$ cat src/rtl/barrel_rotator.sv
// barrel_rotator: log2(PORT_NUM)-stage pipelined port rotator with valid/ready flow control.
// Ports: clk, rst_n (async, active-low), flush (sync clear); in_valid/in_ready/in_sel/in_dir/in_data
// upstream; out_valid/out_ready/out_data downstream; beat_cnt only with BARREL_ROTATOR_BEAT_CNT_EN.
module barrel_rotator #(
  parameter int PORT_NUM = 8,
  parameter int PORT_W   = 16
) (
  input  logic                          clk,
  input  logic                          rst_n,
  input  logic                          flush,
  input  logic                          in_valid,
  output logic                          in_ready,
  input  logic [$clog2(PORT_NUM)-1:0]   in_sel,
  input  logic                          in_dir,
  input  logic [PORT_NUM*PORT_W-1:0]    in_data,
  output logic                          out_valid,
  input  logic                          out_ready,
  output logic [PORT_NUM*PORT_W-1:0]    out_data
`ifdef BARREL_ROTATOR_BEAT_CNT_EN
  ,
  output logic [15:0]                   beat_cnt
`endif
);

  localparam int SEL_W = $clog2(PORT_NUM);
  localparam int S     = SEL_W;
  localparam int DW    = PORT_NUM * PORT_W;

  // Port index arithmetic is done in SEL_W bits so it wraps mod PORT_NUM.
  function automatic logic [DW-1:0] f_rot(
    input logic [DW-1:0]    d,
    input logic [SEL_W-1:0] amt,
    input logic             dn
  );
    logic [SEL_W-1:0] src;
    f_rot = '0;
    for (int j = 0; j < PORT_NUM; j++) begin
      src = dn ? SEL_W'(j) + amt : SEL_W'(j) - amt;
      f_rot[j*PORT_W +: PORT_W] = d[src*PORT_W +: PORT_W];
    end
  endfunction

  logic             r_valid [S];
  logic [DW-1:0]    r_data  [S];
  logic [SEL_W-1:0] r_sel   [S];
  logic             r_dir   [S];

  logic             w_pv    [S];
  logic [DW-1:0]    w_pd    [S];
  logic [SEL_W-1:0] w_ps    [S];
  logic             w_pdir  [S];
  logic [DW-1:0]    w_rot   [S];
  logic             w_ready [S];

  always_comb begin
    for (int k = 0; k < S; k++) begin
      if (k == 0) begin
        w_pv[k]   = in_valid;
        w_pd[k]   = in_data;
        w_ps[k]   = in_sel;
        w_pdir[k] = in_dir;
      end else begin
        w_pv[k]   = r_valid[k-1];
        w_pd[k]   = r_data[k-1];
        w_ps[k]   = r_sel[k-1];
        w_pdir[k] = r_dir[k-1];
      end
      w_rot[k] = w_ps[k][k]
               ? f_rot(w_pd[k], SEL_W'(1 << k), w_pdir[k])
               : w_pd[k];
      // Unrolled ready chain: a stage can load if any
      // stage at or after it is empty, or the sink takes.
      w_ready[k] = out_ready;
      for (int m = k; m < S; m++) begin
        if (!r_valid[m]) w_ready[k] = 1'b1;
      end
    end
  end

  always_ff @(posedge clk or negedge rst_n) begin
    if (!rst_n) begin
      for (int k = 0; k < S; k++) begin
        r_valid[k] <= 1'b0;
        r_data[k]  <= '0;
        r_sel[k]   <= '0;
        r_dir[k]   <= 1'b0;
      end
    end else begin
      for (int k = 0; k < S; k++) begin
        if (flush) begin
          r_valid[k] <= 1'b0;
        end else if (w_ready[k]) begin
          r_valid[k] <= w_pv[k];
          if (w_pv[k]) begin
            r_data[k] <= w_rot[k];
            r_sel[k]  <= w_ps[k];
            r_dir[k]  <= w_pdir[k];
          end
        end
      end
    end
  end

  assign in_ready  = w_ready[0] && !flush;
  assign out_valid = r_valid[S-1];
  assign out_data  = r_data[S-1];

`ifdef BARREL_ROTATOR_BEAT_CNT_EN
  logic [15:0] r_beat_cnt;

  always_ff @(posedge clk or negedge rst_n) begin
    if (!rst_n) begin
      r_beat_cnt <= '0;
    end else if (flush) begin
      r_beat_cnt <= '0;
    end else if (out_valid && out_ready
                 && r_beat_cnt != 16'hFFFF) begin
      r_beat_cnt <= r_beat_cnt + 16'd1;
    end
  end

  assign beat_cnt = r_beat_cnt;
`endif

endmodule

$ cat config.mk
export PLATFORM = sky130hd
export DESIGN_NAME = barrel_rotator
export DESIGN_NICKNAME = d
export VERILOG_FILES = /design/src/rtl/barrel_rotator.sv
export SDC_FILE = /design/constraint.sdc
export NUM_CORES = 1
export LEC_CHECK = 0
export ABC_CLOCK_PERIOD_IN_PS = 2500
export CAP_MARGIN = 20
export CORE_ASPECT_RATIO = 1.5
export CORE_MARGIN = 10
export CORE_UTILIZATION = 45
export CTS_BUF_LIST = sky130_fd_sc_hd__clkbuf_16
export DETAILED_ROUTE_END_ITERATION = 16
export GPL_TIMING_DRIVEN = 0
export MAX_ROUTING_LAYER = met4
export PLACE_DENSITY = 0.67
export RECOVER_POWER = 100
export SYNTH_ARGS = -nofsm -noshare
export SYNTH_HDL_FRONTEND = slang
export SYNTH_SLANG_ARGS = --single-unit
$ cat constraint.sdc
create_clock -name clk -period 2.5 [get_ports clk]
set_input_delay 0.75 -clock clk [delete_from_list [all_inputs] [get_ports clk]]
set_output_delay 0.75 -clock clk [all_outputs]
set_load 0.02 [all_outputs]
==> impl_metrics.json <==
{
  "status": "finished with violations",
  "violations": "capacitance limit, slew limit",
  "slew_viol_final": 64,
  "drc": 0,
  "die_h_um": 293,
  "synthArstFlopShare_pct": 100,
  "grt_pass1_vias": 17514,
  "fillers": 4332,
  "power.total_uw": 28400,
  "powerDensity_nw_per_um2": 1050,
  "ant_nets": 0,
  "place.gp.congestion": 1.07,
  "required_ps": 2940,
  "wl_per_cell_um": 28.6,
  "multi_input_area_um2": 10700,
  "tns_ps": 0,
  "clock_skew_ps": 19.8,
  "start_util_pct": 45.7,
  "fin_util_pct": 55.6,
  "syn_inst": 1959,
  "combPwrFrac_pct": 42.2,
  "fp.dieW_um": 202,
  "clk_latency_ps": 570,
  "design.core.area_um2": 48800,
  "synth_area_leaders": "dfrtp_1 (44%), mux2_2 (21%), mux2i_1 (11%)",
  "hold_path.class": "flip-flop to flip-flop",
  "clk_pin_slew_ps": 60,
  "grt_setup_unrepaired": "false",
  "syn2layout_area_growth_pct": 21.8,
  "ys_types": 16,
  "ys_warn_count": 0,
  "finalSetupViolations": 0,
  "ios": 267,
  "grt-ovfl-total": 0,
  "slew_headroom_pct": -21.4,
  "place_ws_ps": -496,
  "antenna_found_initial": 3,
  "synth_commonest_cells": "mux2_2 (407), dfrtp_1 (391), a21oi_1 (258), nor2_1 (258), mux2i_1 (256)",
  "synth_area_um2": 22300,
  "drtIter0Drc": 1191,
  "cts_tree": "done",
  "tightest_slew_ps": 1820,
  "h-tree-depth": 2,
  "cts_buffer_depth": 3,
  "yosysTopAreaCellShare_pct": 43.9,
  "arrival_ps": 2910,
  "rows": 99,
  "fin_nets": 2406,
  "grt.total_usage_pct": 29.0,
  "final_layout_size_suffix_gt1_share_pct": 30.1,
  "worstSetupEndpointType": "flip-flop",
  "numPlacedInstances": 2882,
  "max_freq_mhz": 405,
  "cts_buffers": 40,
  "internal_power_uw": 18600,
  "ys_ff_latch": 391,
  "path_class": "primary input to flip-flop",
  "clockRootBuffer": "clkbuf_16",
  "vias": 16486,
  "timing.final.ws_setup_ps": 32.3,
  "hpwlAfterDp_mm": 64.9,
  "yosysMostFrequentCell": "mux2_2",
  "avgViaCountPerCell": 5.57,
  "maxCapViolations": 1,
  "start_kind": "primary input",
  "synth-seq-area-share_pct": 43.9,
  "hold_violations": 0,
  "avgSynthCellArea_um2": 11.4,
  "port_buffers": 264,
  "synthesis.nets": 2096,
  "regArea_um2": 9780,
  "synth_enable_flop_cells": 0,
  "swShare_pct": 34.4,
  "firstDrtPassIters": 5,
  "pwr-share-seq_pct": 36.1,
  "synth_flop_cell": "dfrtp_1",
  "clkPwrFrac_pct": 21.7,
  "crit_fanout": 10,
  "dieArea_um2": 59000,
  "net-switching-power_uw": 9760,
  "clock_sinks": 391,
  "leakage_uw": 0.0117,
  "final_cell_count_no_fill": 2958,
  "totalWireLength_mm": 84.7,
  "grt_pass1_wl_mm": 123,
  "min_period_ps": 2470,
  "cts_hold_buf": 0,
  "synth_top_area_cell": "dfrtp_1",
  "grt_max_degree": 120,
  "vdd_drop_max_mv": 0.692,
  "post-route-period-util_pct": 98.7
}
-- layout make-up --
type                       count  area share, %
clock buffer                  41           3.78
sequential                   391           36.0
inverter                       2         0.0277
multi-input combinational   1295           39.4
antenna                        3         0.0277
buffer                       271           6.64
clock inverter                31           1.10
timing repair buffer         268           10.0
tap                          656           3.02
-- per-stage QoR --
step	hold WS [ps]	instance area (um^2)
final	505	27100
after global routing	513	27100
after CTS	146	27200
after detailed placement	496	25800
after global placement	485	25800
after floorplan	454	22300
-- path summary, 6_finish.rpt --
path                               start       endpoint  slack [ps]  cells after the start
hold reg to reg            out_data[107]  out_data[107]         500                      1
min in group asynchronous          rst_n   out_data[94]         680                      1
max in group asynchronous          rst_n   out_data[50]         350                      2
setup reg to reg                r_sel[7]    r_data[146]         130                      5
setup / recovery                   flush    r_data[209]          30                      5
hold / removal             out_data[107]  out_data[107]         500                      1
-- what timing repair did --
| action | 4_1_cts | 5_1_grt |
|---|---|---|
| buffers inserted | 1 | 0 |
| gates resized for setup | 4 | 3 |
| setup endpoints to repair | 1 | 1 |
| pin swaps | 0 | 0 |
-- worst max-delay path, stage by stage --
cell	delay [ps]
clkdlybuf4s50_1	590
nand3b_1	190
buf_2	430
buf_2	530
mux2_2	390
-- placed cells by master, fill, tap and decap left out, types with 2 or more instances in the layout --
| cell type | netlist | final |
|---|---|---|
| mux2_2 | 407 | 407 |
| clkinvlp_4 | 0 | 3 |
| clkdlybuf4s50_1 | 0 | 260 |
| buf_2 | 45 | 32 |
| bufinv_16 | 0 | 4 |
| clkbuf_16 | 0 | 41 |
| buf_16 | 0 | 2 |
| buf_1 | 12 | 12 |
| nand3b_1 | 3 | 3 |
| clkbuf_4 | 0 | 115 |
| buf_6 | 20 | 20 |
| inv_1 | 2 | 6 |
| diode_2 | 0 | 3 |
| buf_4 | 158 | 40 |
| mux2i_1 | 256 | 256 |
| dfrtp_1 | 391 | 391 |
| inv_16 | 0 | 2 |
| nor2_1 | 258 | 258 |
| clkbuf_2 | 0 | 15 |
| a21oi_1 | 258 | 258 |
| clkinv_1 | 0 | 9 |
| clkbuf_1 | 36 | 40 |
| mux2_1 | 109 | 109 |
| clkinv_2 | 0 | 6 |
-- sequential cells by signal, indices dropped and copies added, names as in the netlist --
name       cells
r_valid        2
out_valid      1
r_data       256
r_dir          1
r_sel          3
out_data     128
-- power by group through the flow --
stage | combinational (uW) | clock [uW] | sequential [uW]
floorplan | 7850 | 0 | 9750
global placement | 12000 | 0 | 10300
detailed placement | 12100 | 0 | 10400
CTS | 12200 | 6270 | 10300
global route | 12800 | 6530 | 10600
finish | 12000 | 6160 | 10300
-- routing by layer --
layer / up-vias / routed length [um] / track usage, % / part of all wire (%)
met3: 153 / 4030 / 3.60 / 4.8
li1: 7400 / - / - / -
met5: - / 0 / - / 0
met2: 632 / 43500 / 50.0 / 51
met4: 0 / 3410 / 11.6 / 4.0
met1: 8301 / 33700 / 33.7 / 40
-- cells by family after synthesis --
kind of cell           share of synthesized area [%]
buffers and inverters                           8.18
and+or+nand+nor                                 4.60
DFF                                             43.9
muxes                                           37.6
AOI/OAI and AO/OA                               5.79
No activity file was read; power rests on OpenSTA's default activity.
